### src/rtl/uart_tx_8n1.sv
// uart_tx_8n1 - 8N1 UART transmitter (optional parity) with a one-entry
// holding buffer, fed by the continuous-sensing controller.
//
// Ports:
//   clk        system clock, all logic on posedge
//   rst        asynchronous active-low reset
//   data_in    byte to send, sampled when a request is accepted
//   data_send  send request; only a rising edge counts as a request
//   tx         serial line, idle high
//   done_tx    high when idle and the holding buffer is empty
//   busy       high while a frame is on the line
//   overrun    one-cycle pulse when a request is dropped (buffer full)
module uart_tx_8n1 #(
  parameter int unsigned CLK_HZ       = 50_000_000,
  parameter int unsigned BAUD         = 9600,
  parameter int unsigned CLKS_PER_BIT = CLK_HZ / BAUD,  // must be >= 2
  parameter logic        PARITY_EN    = 1'b0,
  parameter logic        PARITY_ODD   = 1'b0
) (
  input  logic       clk,
  input  logic       rst,
  input  logic [7:0] data_in,
  input  logic       data_send,
  output logic       tx,
  output logic       done_tx,
  output logic       busy,
  output logic       overrun
);

  localparam int unsigned   CW       = (CLKS_PER_BIT > 1) ? $clog2(CLKS_PER_BIT) : 1;
  localparam logic [CW-1:0] BIT_LAST = CW'(CLKS_PER_BIT - 1);

  typedef enum logic [2:0] {
    S_IDLE,
    S_START,
    S_DATA,
    S_PARITY,
    S_STOP
  } state_t;

  state_t        state_q, state_d;
  logic [CW-1:0] baud_q, baud_d;
  logic [2:0]    bit_q, bit_d;
  logic [7:0]    shreg_q, shreg_d;
  logic          par_q, par_d;
  logic          buf_full_q, buf_full_d;
  logic [7:0]    buf_data_q, buf_data_d;
  logic          send_q;
  logic          tx_q, tx_d;
  logic          done_q, done_d;
  logic          busy_q, busy_d;
  logic          ovr_q, ovr_d;

  logic          req, req_taken, bit_end, load;
  logic [7:0]    load_byte;

  always_comb begin
    state_d    = state_q;
    baud_d     = baud_q;
    bit_d      = bit_q;
    shreg_d    = shreg_q;
    par_d      = par_q;
    buf_full_d = buf_full_q;
    buf_data_d = buf_data_q;
    ovr_d      = 1'b0;
    load       = 1'b0;
    load_byte  = data_in;
    req_taken  = 1'b0;
    tx_d       = 1'b1;

    req     = data_send & ~send_q;
    bit_end = (baud_q == BIT_LAST);

    if (state_q != S_IDLE) begin
      baud_d = bit_end ? '0 : baud_q + 1'b1;
    end

    case (state_q)
      S_IDLE: begin
        if (req) begin
          load      = 1'b1;
          req_taken = 1'b1;
        end
      end
      S_START: begin
        if (bit_end) begin
          state_d = S_DATA;
          bit_d   = '0;
        end
      end
      S_DATA: begin
        if (bit_end) begin
          if (bit_q == 3'd7) begin
            state_d = PARITY_EN ? S_PARITY : S_STOP;
          end else begin
            bit_d   = bit_q + 1'b1;
            shreg_d = {1'b0, shreg_q[7:1]};
          end
        end
      end
      S_PARITY: begin
        if (bit_end) state_d = S_STOP;
      end
      S_STOP: begin
        if (bit_end) begin
          if (buf_full_q) begin
            load       = 1'b1;
            load_byte  = buf_data_q;
            buf_full_d = 1'b0;
          end else if (req) begin
            load      = 1'b1;
            req_taken = 1'b1;
          end else begin
            state_d = S_IDLE;
          end
        end
      end
      default: state_d = S_IDLE;
    endcase

    if (load) begin
      state_d = S_START;
      shreg_d = load_byte;
      par_d   = (^load_byte) ^ PARITY_ODD;
      bit_d   = '0;
      baud_d  = '0;
    end

    // Requests not consumed above arrive mid-frame. Checking buf_full_d lets a
    // request coinciding with the buffer draining at stop-end refill it.
    if (req && !req_taken) begin
      if (!buf_full_d) begin
        buf_full_d = 1'b1;
        buf_data_d = data_in;
      end else begin
        ovr_d = 1'b1;
      end
    end

    // tx is registered from the next-state view so it changes on the same
    // edge as the state transition.
    case (state_d)
      S_START:  tx_d = 1'b0;
      S_DATA:   tx_d = shreg_d[0];
      S_PARITY: tx_d = par_d;
      default:  tx_d = 1'b1;
    endcase

    done_d = (state_d == S_IDLE) && !buf_full_d;
    busy_d = (state_d != S_IDLE);
  end

  always_ff @(posedge clk or negedge rst) begin
    if (!rst) begin
      state_q    <= S_IDLE;
      baud_q     <= '0;
      bit_q      <= '0;
      shreg_q    <= '0;
      par_q      <= 1'b0;
      buf_full_q <= 1'b0;
      buf_data_q <= '0;
      send_q     <= 1'b0;
      tx_q       <= 1'b1;
      done_q     <= 1'b1;
      busy_q     <= 1'b0;
      ovr_q      <= 1'b0;
    end else begin
      state_q    <= state_d;
      baud_q     <= baud_d;
      bit_q      <= bit_d;
      shreg_q    <= shreg_d;
      par_q      <= par_d;
      buf_full_q <= buf_full_d;
      buf_data_q <= buf_data_d;
      send_q     <= data_send;
      tx_q       <= tx_d;
      done_q     <= done_d;
      busy_q     <= busy_d;
      ovr_q      <= ovr_d;
    end
  end

  assign tx      = tx_q;
  assign done_tx = done_q;
  assign busy    = busy_q;
  assign overrun = ovr_q;

endmodule

### config.mk
export PLATFORM = sky130hd
export DESIGN_NAME = uart_tx_8n1
export DESIGN_NICKNAME = d
export VERILOG_FILES = /design/src/rtl/uart_tx_8n1.sv
export SDC_FILE = /design/constraint.sdc
export NUM_CORES = 1
export LEC_CHECK = 0
export CORE_UTILIZATION = 60
export CTS_CLUSTER_SIZE = 14
export DETAILED_ROUTE_END_ITERATION = 7
export PLACE_DENSITY = 0.84
export SYNTH_ARGS = -nofsm -noshare
export SYNTH_HDL_FRONTEND = slang
export SYNTH_SLANG_ARGS = --single-unit
### constraint.sdc
create_clock -name clk -period 8.2 [get_ports clk]
set_clock_uncertainty 0.15 [all_clocks]
set_input_delay 2.05 -clock clk [delete_from_list [all_inputs] [get_ports clk]]
set_output_delay 2.05 -clock clk [all_outputs]
set_load 0.01 [all_outputs]
==> results of run 1 <==
[final cells by class]
class,count,area share
timing repair buffer,15,0.0562
tap,46,0.0227
sequential,42,0.415
clock buffer,8,0.0434
multi-input combinational,167,0.457
inverter,4,0.00592
[stage by stage]
stage	total power [W]	utilization	instances	setup slack [ns]
floorplan	0.000237	-	224	4.77
global placement	0.000250	0.700	274	4.13
detailed placement	0.000251	0.700	274	4.09
CTS	0.000404	0.732	282	4.39
global route	0.000417	0.732	282	4.31
finish	0.000400	0.732	282	4.37
[state kept, by name (all words and copies together) (netlist names)]
register    flops
par_q           1
busy            1
bit_q           3
overrun         1
shreg_q         8
state_q         3
baud_q         13
buf_data_q      8
send_q          1
tx              1
done_tx         1
buf_full_q      1
[worst paths after layout]
path | end | cells after the start | slack, ns | start
max | tx | 6 | 4.37 | data_send
min | baud_q[11] | 1 | 0.36 | baud_q[11]
max reg2reg | tx | 5 | 5.33 | baud_q[9]
min reg2reg | baud_q[11] | 1 | 0.36 | baud_q[11]
max in group asynchronous | buf_data_q[4] | 1 | 5.60 | rst
min in group asynchronous | baud_q[12] | 1 | 1.73 | rst
[cells in the mapped netlist, types with 5 or more instances]
cell type	count
a21oi_1	10
o21ai_0	19
dfrtp_1	40
nand4_1	5
buf_2	6
mux2i_1	10
nor2_1	23
mux2_2	9
nand2b_1	5
o31ai_1	5
nand2_1	11
xnor2_1	13
xor2_1	5
a22oi_1	7
[layer usage]
layer  GRT usage  routed length, um  share of wire
met1       0.314               2000           0.46
met2       0.382               2040           0.47
met3      0.0598                159          0.037
met4       0.105                 99          0.023
met5           0                  0              0
[cell families (layout without fill, tap and decap cells)]
group	count (synthesis)	after routing	synth area share
muxes	19	19	0.0886
adders and majority gates	3	3	0.0165
buffers and inverters	15	27	0.0297
DFF	42	42	0.463
xor gates and xnor gates	18	18	0.0693
and+or+nand+nor	70	70	0.171
AOI/OAI and AO/OA	57	57	0.161
[power groups by stage]
stage	Combinational [W]	Clock, W	Sequential (W)
global route	0.0000328	0.000166	0.000219
CTS	0.0000298	0.000156	0.000218
global placement	0.0000286	0	0.000221
detailed placement	0.0000296	0	0.000222
finish	0.0000292	0.000153	0.000218
floorplan	0.0000161	0	0.000221
[worst max-delay path: stages]
cell and delay [ns]:
clkdlybuf4s50_1 0.49, nand2b_1 0.15, a21oi_1 0.27, a21o_1 0.37, mux2_2 0.40, o221ai_2 0.18
==> results.py, run 1 <==
metrics = {
    "outcome": {
        "status": "finished, final reports clean",
    },
    "die": {
        "start_util": 0.655,
        "core-area_sq_um": 3470,
        "core.rowCount": 21,
        "die_area_sq_um": 4040,
        "die_w_um": 63.6,
        "die_height_um": 63.6,
        "ios": 15,
    },
    "route": {
        "vias": 1708,
        "vias_per_cell": 6.06,
        "drt_iter0_drc": 140,
        "totalWireLength_um": 4290,
        "drtPass1Iterations": 5,
        "route.detailed.wl_per_inst_um": 15.2,
        "ant_nets": 0,
        "route.detailed.drc": 0,
    },
    "sta": {
        "rsz0062_at_grt": "false",
        "max_freq_mhz": 261,
        "worst_pin_slew_ns": 0.957,
        "slew_headroom": 0.357,
        "drv_slew": 0,
        "period_needed_ns": 3.83,
        "hold_violations": 0,
        "fin_crit_sh": 0.466,
        "timing.setup.tns_ns": 0,
        "finalSetupViolCount": 0,
        "hold_slack_ns": 0.355,
    },
    "clocking": {
        "cts_setup_buffers": 0,
        "cts_tree": "built",
        "cts_hold_buf": 0,
        "clock_latency_ns": 0.30,
        "htreeDepth": 2,
        "cts_buffers": 5,
        "cts_root_buffer": "clkbuf_8",
        "ctsResizeCount": 0,
        "clk_pin_slew_ns": 0.08,
        "cts_sinks": 42,
        "cts_buffer_depth": 2,
    },
    "final_layout": {
        "layout_commonest_cell": "dfrtp_1",
        "multi_input_area_sq_um": 1160,
        "fin_area_sq_um": 2540,
        "syn2layout_area_growth_pct": 11.6,
        "layout.cells.most_common_list": "dfrtp_1 (40), nor2_1 (23), o21ai_0 (19)",
        "fillCellCount": 277,
        "drive_above_1_share": 0.119,
        "diodes": 0,
        "final_nets": 249,
        "regArea_sq_um": 1050,
    },
    "placed_design": {
        "routabilityCongestion": 0.830,
        "port_buffers": 14,
        "dp_hpwl_um": 3040,
        "placed_cell_area_sq_um": 2430,
    },
    "min_path": {
        "hp-class": "register to register",
    },
    "power": {
        "p_switching_w": 0.0000879,
        "internal_power_w": 0.000312,
        "pwr-share-comb": 0.073,
        "leakage_nw": 1.05,
        "clock_power_share": 0.383,
        "swShare": 0.220,
        "irDropWorstVdd_v": 0.000126,
        "p_per_area_nw_per_um2": 158,
        "p_seq_frac": 0.544,
    },
    "synth": {
        "synth_edf_count": 0,
        "synth.largest_area_cell": "dfrtp_1",
        "syn_nets": 238,
        "avgSynthCellArea_sq_um": 10.1,
        "synthTopCellsByArea": "dfrtp_1 (44%), xnor2_1 (5.0%), mux2_2 (4.5%), mux2i_1 (4.4%), o21ai_0 (4.2%)",
        "synth-seq-cells": 42,
        "yosys_warnings": 0,
        "syn_inst": 224,
        "ys.flop_type": "dfrtp_1",
        "synth_top_cell_area_share": 0.440,
        "yosysSeqAreaShare": 0.463,
        "syn_area_sq_um": 2270,
        "ys_async_sr_fraction": 1.00,
        "synth.distinct_cells": 45,
    },
    "worst_setup_path": {
        "cp_data_arrival_time_ns": 3.90,
        "startpoint_type": "primary input",
        "worst-path-max-fanout": 9,
        "path_class": "primary input to register",
        "cp.required_ns": 8.27,
        "end_kind": "register",
    },
    "grt": {
        "grt_pass1_vias": 1635,
        "grt-ovfl-total": 0,
        "grt_max_degree": 43,
        "grt_pass1_wl_um": 7420,
        "grt_usage": 0.242,
        "antenna_found_initial": 0,
    },
    "job": {
        "drv_cap": 0,
    },
}
(Power assumes the default switching activity.)
==> run 2, diff against run 1 <==
Settings changed: CORE_UTILIZATION 60 to 53, PLACE_DENSITY 0.84 to 0.79.
Clock period 8.2 ns to 3.2 ns, I/O delays scaled along.
==> run 2 against run 1 <==
Against the previous run: combinational power rose to 2.5 times the previous value; wire length shrank 0.70%; sequential share of layout area fell by 0.14 points; via count rose by 0.35%; first-iteration DRC count grew 19%; critical endpoint unchanged; cell count increased by 2.5%; clock power is 130% higher; core utilization down 10 points; critical path type is now register to register; register-to-register slack worse by 4.9 ns.
==> results.py, run 2 (synthesis results as in run 1) <==
metrics = {
    "outcome": {
        "status": "finished, final reports clean",
    },
    "die": {
        "die_height_um": 67.5,
        "die_area_sq_um": 4560,
        "ios": 15,
        "start_util": 0.560,
        "core-area_sq_um": 4060,
        "die_w_um": 67.5,
        "core.rowCount": 23,
    },
    "grt": {
        "grt_usage": 0.220,
        "grt_pass1_wl_um": 7320,
        "grt-ovfl-total": 0,
        "antenna_found_initial": 0,
        "grt_max_degree": 43,
        "grt.met2_usage": 0.344,
        "grt.busiest_layer": "met2",
        "use_met1": 0.294,
        "grt_pass1_vias": 1613,
        "met3_usage": 0.0507,
    },
    "clocking": {
        "cts_sinks": 42,
        "cts_tree": "built",
        "ctsResizeCount": 0,
        "cts_buffer_depth": 2,
        "cts_root_buffer": "clkbuf_8",
        "cts_hold_buf": 0,
        "htreeDepth": 2,
        "cts_setup_buffers": 0,
        "clk_pin_slew_ns": 0.08,
        "cts_buffers": 5,
        "clock_latency_ns": 0.30,
    },
    "final_layout": {
        "largestRegisters": "baud_q: 13 flops, buf_data_q: 8 flops, shreg_q: 8 flops",
        "largest_reg_flops": 13,
        "diodes": 0,
        "layout.cells.most_common_list": "dfrtp_1 (40), nor2_1 (23), o21ai_0 (19)",
        "layout_commonest_cell": "dfrtp_1",
        "final_nets": 252,
        "drive_above_1_share": 0.126,
        "largest-register": "baud_q",
        "final_util": 0.628,
        "syn2layout_area_growth_pct": 12.0,
    },
    "power": {
        "irDropWorstVdd_v": 0.000286,
        "p_per_area_nw_per_um2": 388,
        "leakage_nw": 1.05,
        "power.total_w": 0.000987,
    },
    "route": {
        "drt_iter0_drc": 167,
        "ant_nets": 0,
        "drtPass1Iterations": 4,
        "route.detailed.wl_per_inst_um": 14.7,
        "vias": 1714,
        "route.detailed.drc": 0,
        "totalWireLength_um": 4260,
        "vias_per_cell": 5.93,
    },
    "sta": {
        "finalSetupViolCount": 0,
        "drv_slew": 0,
        "hold_violations": 0,
        "hold_slack_ns": 0.340,
        "rsz0062_at_grt": "false",
        "max_freq_mhz": 364,
        "timing.setup.tns_ns": 0,
        "setup_slack_ns": 0.451,
        "worst_pin_slew_ns": 0.902,
        "period_needed_ns": 2.75,
        "fin_crit_sh": 0.859,
        "slew_headroom": 0.399,
    },
    "worst_setup_path": {
        "worst-path-max-fanout": 10,
        "end_kind": "register",
        "path_class": "register to register",
        "cp_cell_sequence": "ha_1 > ha_1 > or4b_2 > nor4_4 > mux2i_1 > mux2_2 > o221ai_2",
        "cpMostUsedCell": "ha_1",
        "startpoint_type": "register",
        "cpPeakStageDelay_ns": 0.65,
        "cp_data_arrival_time_ns": 2.82,
        "slowest_stage": "or4b_2",
        "cp.required_ns": 3.27,
    },
    "placed_design": {
        "routabilityCongestion": 0.838,
        "port_buffers": 14,
        "dp_slack_ns": 0.313,
        "dp_hpwl_um": 3090,
    },
    "job": {
        "drv_cap": 0,
    },
    "min_path": {
        "hp-class": "register to register",
    },
}
## run 2: critical path, delay by kind of cell (launching register included)
kind	cells	cell delay (ns)
AOI/OAI and AO/OA	1	0.18
adders and majority gates	2	0.42
DFF	1	0.41
muxes	2	0.44
and+or+nand+nor	2	1.07
## run 2: per-layer routing
layer | wire length (um) | vias up
met2 | 2060 | 31
met1 | 2010 | 832
met3 | 141 | 4
met5 | 0 | -
met4 | 45 | 0
li1 | - | 847
## run 2: area by class of cell
class                   instances  area (sq um)
well taps                      50          62.6
fillers                       336          1510
repair buffers                 18           165
clock buffers                   7          86.3
flip-flops and latches         42          1050
inverters                       4          15.0
clock inverters                 1          5.00
multi-input cells             167          1160
## run 2: worst paths after layout
| kind | to | start | cells past startpoint | slack [ns] |
|---|---|---|---|---|
| max | tx | bit_q[0] | 7 | 0.45 |
| min | baud_q[11] | baud_q[11] | 1 | 0.34 |
| max in group asynchronous | shreg_q[3] | rst | 1 | 1.86 |
| min reg2reg | baud_q[11] | baud_q[11] | 1 | 0.34 |
| min in group asynchronous | state_q[2] | rst | 1 | 0.48 |
| max reg2reg | tx | bit_q[0] | 7 | 0.45 |
## run 2: per-stage QoR
stage	instances	cell area (sq um)
floorplan	224	2270
global placement	281	2450
detailed placement	281	2450
CTS	289	2550
global route	289	2550
finish	289	2550
## run 2: report_power, final
| group | leakage, nW | internal [W] | total (W) | switching, W |
|---|---|---|---|---|
| clock | 0.0482 | 0.000174 | 0.000355 | 0.000181 |
| combinational | 0.493 | 0.0000360 | 0.0000742 | 0.0000382 |
| sequential | 0.509 | 0.000546 | 0.000558 | 0.0000120 |
==> run 3, diff against run 2 <==
Settings changed: RECOVER_POWER set to 100.
==> run 3 against run 2 <==
Against the previous run: the flow now finishes with violations (capacitance limit, slew limit); sequential cell count did not move; total power is essentially flat; cell count did not move; clock power barely moved; fmax down 0.12%; hold slack better by 0.0030 ns; first-iteration DRC count decreased by 26%; sequential power about the same; die area did not move; count of clock-buffer cells in the layout stayed put; cell area is 1.2% lower; critical endpoint unchanged; highest routed layer unchanged.
==> results.py, run 3 (synthesis results as in run 1) <==
metrics = {
    "outcome": {
        "violations": "capacitance limit, slew limit",
        "status": "complete, but fails checks",
    },
    "grt": {
        "grt_pass1_vias": 1613,
        "grt_max_degree": 43,
        "grt_usage": 0.220,
        "grt_pass1_wl_um": 7320,
        "antenna_found_initial": 0,
        "grt-ovfl-total": 0,
    },
    "clocking": {
        "cts_sinks": 42,
        "cts_buffers": 5,
        "cts_hold_buf": 0,
        "clock_latency_ns": 0.30,
        "clk_pin_slew_ns": 0.08,
        "cts_root_buffer": "clkbuf_8",
        "cts_tree": "built",
        "ctsResizeCount": 0,
        "cts_setup_buffers": 0,
        "cts_buffer_depth": 2,
        "htreeDepth": 2,
    },
    "route": {
        "ant_nets": 0,
        "drtPass1Iterations": 4,
        "route.detailed.wl_per_inst_um": 14.8,
        "drt_iter0_drc": 124,
        "route.detailed.drc": 0,
        "vias_per_cell": 5.96,
        "vias": 1722,
        "totalWireLength_um": 4270,
    },
    "placed_design": {
        "port_buffers": 14,
        "routabilityCongestion": 0.838,
        "dp_hpwl_um": 3090,
        "place_inst": 281,
    },
    "power": {
        "power.total_w": 0.000988,
        "p_per_area_nw_per_um2": 393,
        "irDropWorstVdd_v": 0.000286,
        "leakage_nw": 1.04,
    },
    "sta": {
        "drv_slew": 43,
        "worst_pin_slew_ns": 2.14,
        "rsz0062_at_grt": "false",
        "max_freq_mhz": 363,
        "slew_headroom": -0.427,
        "hold_violations": 0,
        "hold_slack_ns": 0.343,
        "finalSetupViolCount": 0,
        "timing.setup.tns_ns": 0,
        "period_needed_ns": 2.75,
        "fin_crit_sh": 0.860,
    },
    "die": {
        "start_util": 0.560,
        "die_w_um": 67.5,
        "core.rowCount": 23,
        "core-area_sq_um": 4060,
        "die_height_um": 67.5,
        "die_area_sq_um": 4560,
        "ios": 15,
    },
    "worst_setup_path": {
        "startpoint_type": "register",
        "worst-path-max-fanout": 10,
        "cp.required_ns": 3.27,
        "path_class": "register to register",
        "end_kind": "register",
        "cp_data_arrival_time_ns": 2.82,
    },
    "final_layout": {
        "layout.cells.most_common_list": "dfrtp_1 (40), nor2_1 (23), o21ai_0 (19)",
        "largest_reg_flops": 13,
        "final_nets": 252,
        "drive_above_1_share": 0.0962,
        "final_util": 0.620,
        "fillCellCount": 343,
        "diodes": 0,
        "largestRegisters": "baud_q: 13 flops, buf_data_q: 8 flops, shreg_q: 8 flops",
        "largest-register": "baud_q",
        "fin_cells": 289,
        "layout_commonest_cell": "dfrtp_1",
        "syn2layout_area_growth_pct": 10.7,
    },
    "job": {
        "drv_cap": 1,
    },
    "min_path": {
        "hp-class": "register to register",
    },
}
[run 3: changes by cell type in the layout (fill, tap and decap cells not counted), moves of 3 or more]
cell and delta:
clkdlybuf4s50_1 -5, clkbuf_1 +4, buf_4 -3, dlygate4sd3_1 +5
[run 3: layer usage]
metal	wire, um	global-route usage	up-vias
met5	0	0	-
met4	61	0.0824	0
met3	188	0.0507	7
met2	2030	0.344	38
met1	1990	0.294	833
li1	-	-	844
[run 3: worst paths after layout]
check | from | depth (start not counted) | endpoint | slack, ns
min in group asynchronous | rst | 1 | state_q[2] | 0.97
min | baud_q[11] | 1 | baud_q[11] | 0.34
min reg2reg | baud_q[11] | 1 | baud_q[11] | 0.34
max in group asynchronous | rst | 1 | shreg_q[3] | 0.71
max reg2reg | bit_q[0] | 7 | tx | 0.45
max | bit_q[0] | 7 | tx | 0.45
[run 3: layout make-up]
class                   count  area, sq um  area share
repair buffers             18          153      0.0607
inverters                   4         15.0     0.00597
flip-flops and latches     42         1050       0.419
clock inverters             1         5.00     0.00199
clock buffers               7         86.3      0.0343
multi-input cells         167         1140       0.454
well taps                  50         62.6      0.0249
[run 3: power by group]
group	internal, W	total, W	switching [W]
Combinational	0.0000353	0.0000731	0.0000379
Sequential	0.000546	0.000558	0.0000119
Clock	0.000174	0.000357	0.000183
[run 3: metrics by stage]
stage          area (sq um)  setup WS, ns
6_report               2520         0.447
5_1_grt                2520         0.153
4_1_cts                2550         0.452
3_5_place_dp           2450         0.313
3_3_place_gp           2450         0.389
2_1_floorplan          2270         0.637
[run 3: worst max-delay path, cell delays in order (launching register included)]
cell	delay, ns
dfrtp_1	0.41
ha_1	0.21
ha_1	0.21
or4b_2	0.65
nor4_4	0.42
mux2i_1	0.14
mux2_2	0.29
o221ai_1	0.19
